**config.mk**
```make
export PLATFORM = sky130hd
export DESIGN_NAME = usb_reg_bridge
export DESIGN_NICKNAME = d
export VERILOG_FILES = /design/src/rtl/usb_reg_pkg.sv /design/src/rtl/usb_strobe_sync.sv /design/src/rtl/usb_reg_bridge.sv
export SDC_FILE = /design/constraint.sdc
export NUM_CORES = 1
export LEC_CHECK = 0
export CORE_ASPECT_RATIO = 1.1
export CORE_UTILIZATION = 46
export CTS_CLUSTER_SIZE = 20
export DETAILED_ROUTE_END_ITERATION = 10
export HOLD_SLACK_MARGIN = 0.15
export PLACE_DENSITY = 0.79
export SLEW_MARGIN = 10
export SYNTH_ARGS = -nofsm -noshare
export SYNTH_HDL_FRONTEND = slang
export SYNTH_HIERARCHICAL = 1
export SYNTH_SLANG_ARGS = --single-unit
```
**constraint.sdc**
```tcl
create_clock -name clk_usb -period 2.8 [get_ports clk_usb]
set_input_delay 0.28 -clock clk_usb [delete_from_list [all_inputs] [get_ports clk_usb]]
set_output_delay 0.28 -clock clk_usb [all_outputs]
set_load 0.005 [all_outputs]
```
**src/rtl/usb_reg_pkg.sv**
```systemverilog
// Shared types and widths for the USB parallel-bus to register-bus bridge.
package usb_reg_pkg;

  localparam int unsigned ADDR_W    = 6;
  localparam int unsigned BYTECNT_W = 16;
  localparam int unsigned DATA_W    = 8;
  localparam int unsigned LAT_W     = 2;

  typedef enum logic [2:0] {
    IDLE,
    ADDR,
    READY,
    WR,
    RD,
    RDHOLD
  } state_t;

endpackage

```
**src/rtl/usb_strobe_sync.sv**
```systemverilog
// N-stage synchroniser for one active-low bus strobe, with rise/fall pulses.
// The chain resets to the idle-high level so reset release never fakes an edge.
module usb_strobe_sync #(
  parameter int unsigned STAGES = 2
) (
  input  logic clk,
  input  logic rst,
  input  logic strobe_n,
  output logic level,
  output logic rise_c,
  output logic fall_c
);

  logic [STAGES-1:0] chain_q;
  logic              prev_q;

  always_ff @(posedge clk or posedge rst) begin
    if (rst) begin
      chain_q <= '1;
      prev_q  <= 1'b1;
    end else begin
      chain_q <= {chain_q[STAGES-2:0], strobe_n};
      prev_q  <= chain_q[STAGES-1];
    end
  end

  assign level  = chain_q[STAGES-1];
  assign rise_c = level & ~prev_q;
  assign fall_c = ~level & prev_q;

endmodule

```
**src/rtl/usb_reg_bridge.sv**
```systemverilog
// Bridges the asynchronous 8-bit USB controller bus onto the single-cycle register bus.
// Optional protocol error counter enabled by defining USB_REG_ERRCNT_EN.
module usb_reg_bridge
  import usb_reg_pkg::*;
#(
  parameter int unsigned SYNC_STAGES = 2,
  parameter int unsigned READ_LAT    = 1,
  parameter int unsigned ADDR_W      = usb_reg_pkg::ADDR_W
) (
  input  logic                 clk_usb,
  input  logic                 reset_i,
  input  logic [DATA_W-1:0]    usb_data_i,
  output logic [DATA_W-1:0]    usb_data_o,
  output logic                 usb_data_oe,
  input  logic [7:0]           usb_addr_i,
  input  logic                 usb_rdn_i,
  input  logic                 usb_wrn_i,
  input  logic                 usb_cen_i,
  input  logic                 usb_alen_i,
  output logic [ADDR_W-1:0]    reg_address_o,
  output logic [BYTECNT_W-1:0] reg_bytecnt_o,
  output logic [DATA_W-1:0]    reg_datao_o,
  input  logic [DATA_W-1:0]    reg_datai_i,
  output logic [BYTECNT_W-1:0] reg_size_o,
  input  logic [BYTECNT_W-1:0] reg_hyplen_i,
  output logic [ADDR_W-1:0]    reg_hypaddress_o,
  output logic                 reg_read_o,
  output logic                 reg_write_o,
  output logic                 reg_addrvalid_o,
  output logic [7:0]           err_count_o
);

  state_t                state_q, state_d;
  logic [ADDR_W-1:0]     addr_q;
  logic [DATA_W-1:0]     data_q;
  logic [BYTECNT_W-1:0]  bytecnt_q;
  logic [LAT_W-1:0]      lat_q;

  logic rd_lvl, rd_rise_c, rd_fall_c;
  logic wr_lvl, wr_rise_c, wr_fall_c;
  logic cen_lvl, cen_rise_c, cen_fall_c;
  logic alen_lvl, alen_rise_c, alen_fall_c;

  logic latch_c, write_c, read_c, capture_c, rd_done_c, drop_c, both_c;

  usb_strobe_sync #(.STAGES(SYNC_STAGES)) u_rd_sync (
    .clk(clk_usb), .rst(reset_i), .strobe_n(usb_rdn_i),
    .level(rd_lvl), .rise_c(rd_rise_c), .fall_c(rd_fall_c)
  );
  usb_strobe_sync #(.STAGES(SYNC_STAGES)) u_wr_sync (
    .clk(clk_usb), .rst(reset_i), .strobe_n(usb_wrn_i),
    .level(wr_lvl), .rise_c(wr_rise_c), .fall_c(wr_fall_c)
  );
  usb_strobe_sync #(.STAGES(SYNC_STAGES)) u_cen_sync (
    .clk(clk_usb), .rst(reset_i), .strobe_n(usb_cen_i),
    .level(cen_lvl), .rise_c(cen_rise_c), .fall_c(cen_fall_c)
  );
  usb_strobe_sync #(.STAGES(SYNC_STAGES)) u_alen_sync (
    .clk(clk_usb), .rst(reset_i), .strobe_n(usb_alen_i),
    .level(alen_lvl), .rise_c(alen_rise_c), .fall_c(alen_fall_c)
  );

  logic unused_sync;
  assign unused_sync = ^{rd_rise_c, cen_fall_c, alen_lvl, alen_rise_c};

  if (ADDR_W < 8) begin : g_addr_hi
    logic unused_addr_hi;
    assign unused_addr_hi = ^usb_addr_i[7:ADDR_W];
  end

  // Read and write both low while a strobe edge arrives is a collision, not a transfer
  assign both_c = (rd_fall_c || wr_fall_c) && !rd_lvl && !wr_lvl;
  assign drop_c = cen_rise_c && (state_q != IDLE);

  always_ff @(posedge clk_usb or posedge reset_i) begin
    if (reset_i) state_q <= IDLE;
    else         state_q <= state_d;
  end

  always_comb begin
    state_d   = state_q;
    latch_c   = 1'b0;
    write_c   = 1'b0;
    read_c    = 1'b0;
    capture_c = 1'b0;
    rd_done_c = 1'b0;
    if (drop_c) begin
      state_d = IDLE;
    end else begin
      unique case (state_q)
        IDLE: if (alen_fall_c && !cen_lvl) state_d = ADDR;
        ADDR: begin
          latch_c = 1'b1;
          state_d = READY;
        end
        READY: begin
          if (alen_fall_c)    state_d = ADDR;
          else if (both_c)    state_d = READY;
          else if (wr_fall_c) state_d = WR;
          else if (rd_fall_c) begin
            read_c  = 1'b1;
            state_d = RD;
          end
        end
        WR: if (wr_rise_c) begin
          write_c = 1'b1;
          state_d = READY;
        end
        RD: if (lat_q == LAT_W'(READ_LAT)) begin
          capture_c = 1'b1;
          state_d   = RDHOLD;
        end
        // Level rather than edge so an early RDn release during RD is not missed
        RDHOLD: if (rd_lvl) begin
          rd_done_c = 1'b1;
          state_d   = READY;
        end
        default: state_d = IDLE;
      endcase
    end
  end

  // Datapath registers steered by the FSM decode
  always_ff @(posedge clk_usb or posedge reset_i) begin
    if (reset_i) begin
      addr_q           <= '0;
      data_q           <= '0;
      reg_hypaddress_o <= '0;
      reg_address_o    <= '0;
      reg_size_o       <= '0;
      bytecnt_q        <= '0;
      reg_datao_o      <= '0;
      reg_write_o      <= 1'b0;
      reg_read_o       <= 1'b0;
      reg_addrvalid_o  <= 1'b0;
      usb_data_o       <= '0;
      usb_data_oe      <= 1'b0;
      lat_q            <= '0;
    end else begin
      addr_q           <= usb_addr_i[ADDR_W-1:0];
      data_q           <= usb_data_i;
      reg_hypaddress_o <= addr_q;
      reg_write_o      <= write_c;
      reg_read_o       <= read_c;

      if (latch_c) begin
        reg_address_o   <= addr_q;
        reg_size_o      <= reg_hyplen_i;
        bytecnt_q       <= '0;
        reg_addrvalid_o <= 1'b1;
      end else if (reg_write_o || rd_done_c) begin
        bytecnt_q <= bytecnt_q + BYTECNT_W'(1);
      end
      if (drop_c) reg_addrvalid_o <= 1'b0;

      if (write_c)   reg_datao_o <= data_q;
      if (capture_c) usb_data_o  <= reg_datai_i;

      if (read_c)                   usb_data_oe <= 1'b1;
      else if (rd_done_c || drop_c) usb_data_oe <= 1'b0;

      if (read_c)              lat_q <= '0;
      else if (state_q == RD)  lat_q <= lat_q + LAT_W'(1);
    end
  end

  assign reg_bytecnt_o = bytecnt_q;

`ifdef USB_REG_ERRCNT_EN
  logic       err_c;
  logic [7:0] err_q;

  assign err_c = (state_q == IDLE && (rd_fall_c || wr_fall_c)) ||
                 (state_q == READY && !drop_c && !alen_fall_c && both_c);

  // Saturating protocol error counter, cleared only by reset
  always_ff @(posedge clk_usb or posedge reset_i) begin
    if (reset_i)                    err_q <= '0;
    else if (err_c && err_q != '1)  err_q <= err_q + 8'(1);
  end

  assign err_count_o = err_q;
`else
  assign err_count_o = '0;
`endif

endmodule
```
==> results.sh <==
export IMPL_outcome="finished, final reports clean"
export IMPL_via_per_inst=5.04
export IMPL_maxCapViolations=0
export IMPL_internal_power_w=0.00284
export IMPL_power_switching_share_pct=30.9
export IMPL_p_switching_w=0.00127
export IMPL_layout_commonest_cell="clkdlybuf4s50_1"
export IMPL_r2r_start="u_cen_sync/prev_q$_DFF_PP1_"
export IMPL_stdcell_area_um2=5130
export IMPL_die_w_um=88.4
export IMPL_worstHoldEndpoint="u_cen_sync/chain_q[0]$_DFF_PP1_"
export IMPL_finalWirelength_um=7750
export IMPL_worstSetupPathType="reg2reg"
export IMPL_ctsHoldBuffers=0
export IMPL_syn_area_um2=3780
export IMPL_worst_pin_slew_ns=0.799
export IMPL_power_density_nw_per_um2=801
export IMPL_drv_slew=0
export IMPL_track_usage_pct=19.8
export IMPL_final_layout_size_suffix_gt1_share_pct=15.5
export IMPL_cp_start_kind="flip-flop"
export IMPL_final_setup_tns_ns=0
export IMPL_crit_family="simple AND/OR/NAND/NOR gates"
export IMPL_grt_max_degree=47
export IMPL_hold_depth=1
export IMPL_critPathArrivalTime_ns=2.51
export IMPL_crit_chain="nor2b_1, buf_4, nor2_1, and2_1, buf_4, nand2_1, nand2_1"
export IMPL_yosysWarningCount=6
export IMPL_start_util_pct=47.7
export IMPL_setup_slack_ns=0.567
export IMPL_cts_buffers=9
export IMPL_ff2ff_path_depth=7
export IMPL_clock_path_buffers=2
export IMPL_fin_cells=552
export IMPL_leakagePower_nw=2.28
export IMPL_clk_latency_ns=0.35
export IMPL_drtAntennaViolNets=0
export IMPL_min_delay_path_class="in2reg"
export IMPL_combPwrFrac_pct=32.9
export IMPL_htree_levels=3
export IMPL_nets=487
export IMPL_seqPwrFrac_pct=46.7
export IMPL_cp_depth=7
export IMPL_hold_viol=0
export IMPL_synthCells=328
export IMPL_min_from="usb_cen_i"
export IMPL_die_height_um=97.0
export IMPL_dp_hpwl_um=5610
export IMPL_period_minus_slack_ns=2.23
export IMPL_max_freq_mhz=448
export IMPL_dp_slack_ns=0.561
export IMPL_vias=2780
export IMPL_n_antenna_cell=0
export IMPL_antenna_found_initial=0
export IMPL_syn_area_per_cell_um2=11.5
export IMPL_drt_initial_drc_count=125
export IMPL_reg2reg_slack_ns=0.57
export IMPL_path_buf_inv=2
export IMPL_clockPowerShare_pct=20.4
export IMPL_cts_tree="done"
export IMPL_timing_rr_end="reg_size_o[0]$_DFFE_PP0P_"
export IMPL_grt_ovfl_total=0
export IMPL_core_area_um2=7910
export IMPL_end_kind="flip-flop"
export IMPL_grt_pass1_wl_um=13200
export IMPL_cp_max_fo=21
export IMPL_final_cell_mix="clkdlybuf4s50_1 (107), dfrtp_1 (83), nand2_1 (77)"
export IMPL_crit_required_ns=3.08
export IMPL_finalSetupViolCount=0
export IMPL_dieArea_um2=8580
export IMPL_slew_headroom_pct=46.7
export IMPL_path_clk_slew_ns=0.10
export IMPL_port_buffers=107
export IMPL_cts_sinks=95
export IMPL_areaGrowthSynthToFinish_pct=35.9
export IMPL_routabilityCongestion=0.858
export IMPL_rsz0062_at_grt="no"
export IMPL_slowest_delay_ns=0.70
export IMPL_fin_crit_sh_pct=79.8
export IMPL_wire_per_inst_um=14.0
export IMPL_ir_worst_vdd_mv=0.554
export IMPL_placed_area_um2=4940
export IMPL_dr_pass1_iters=4
export IMPL_io_pin_count=118
export IMPL_cts_root_buf="clkbuf_8"
export IMPL_grt_pass1_vias=2836
export IMPL_cp_slowest_cell="and2_1"
export IMPL_cts_resized=0
export IMPL_finalClockSkew_ns=0.0106
export IMPL_rows=34
export IMPL_post_route_drc_count=0
export IMPL_dp_cells=536
export IMPL_cts_setup_buffers=0
==> flip-flops by register name, summed over array words and instances (netlist names), 3 cells and up <==
name and count:
reg_bytecnt_o 16, reg_size_o 16, data_q 8, reg_datao_o 8, usb_data_o 8, addr_q 6, reg_address_o 6, reg_hypaddress_o 6
state_q 3
==> area by class of cell <==
cell class                      count  area (µm²)
Sequential cell                    95        2390
Tap cell                          108         135
Fill cell                         625        2780
Timing Repair Buffer              114        1120
Multi-Input combinational cell    211        1260
Clock buffer                        9         124
Inverter                            8        31.3
Clock inverter                      7        62.6
==> power groups by stage <==
stage	registers (W)	logic (W)	clock network, W
2_1_floorplan	0.00191	0.000630	0
3_3_place_gp	0.00193	0.00133	0
3_5_place_dp	0.00195	0.00137	0
4_1_cts	0.00192	0.00138	0.000870
5_1_grt	0.00197	0.00151	0.000919
6_report	0.00192	0.00135	0.000838
==> layer usage <==
metal	track usage, %	wire, µm	vias to the layer above
li1	-	-	1334
met1	24.6	3190	1350
met2	32.9	3970	90
met3	5.72	516	6
met4	6.33	74	0
met5	0	0	-
==> through the flow <==
stage	hold slack, ns	total power [W]	util (%)
final	0.327	0.00411	64.8
after global routing	0.317	0.00439	64.8
after CTS	0.309	0.00417	64.8
after detailed placement	0.347	0.00332	62.5
after global placement	0.346	0.00325	62.5
after floorplan	0.213	0.00254	-
==> how the worst max path moves through the flow <==
stage,from,endpoint,slack [ns]
floorplan,reset_i,addr_q[0]$_DFF_PP0_,0.38
global placement,u_cen_sync/prev_q$_DFF_PP1_,reg_size_o[5]$_DFFE_PP0P_,0.59
detailed placement,u_cen_sync/prev_q$_DFF_PP1_,reg_size_o[0]$_DFFE_PP0P_,0.56
CTS,u_cen_sync/prev_q$_DFF_PP1_,reg_size_o[0]$_DFFE_PP0P_,0.54
global route,u_cen_sync/prev_q$_DFF_PP1_,reg_size_o[1]$_DFFE_PP0P_,0.35
finish,u_cen_sync/prev_q$_DFF_PP1_,reg_size_o[0]$_DFFE_PP0P_,0.57
Note: power is estimated with default switching activity, not from simulation.
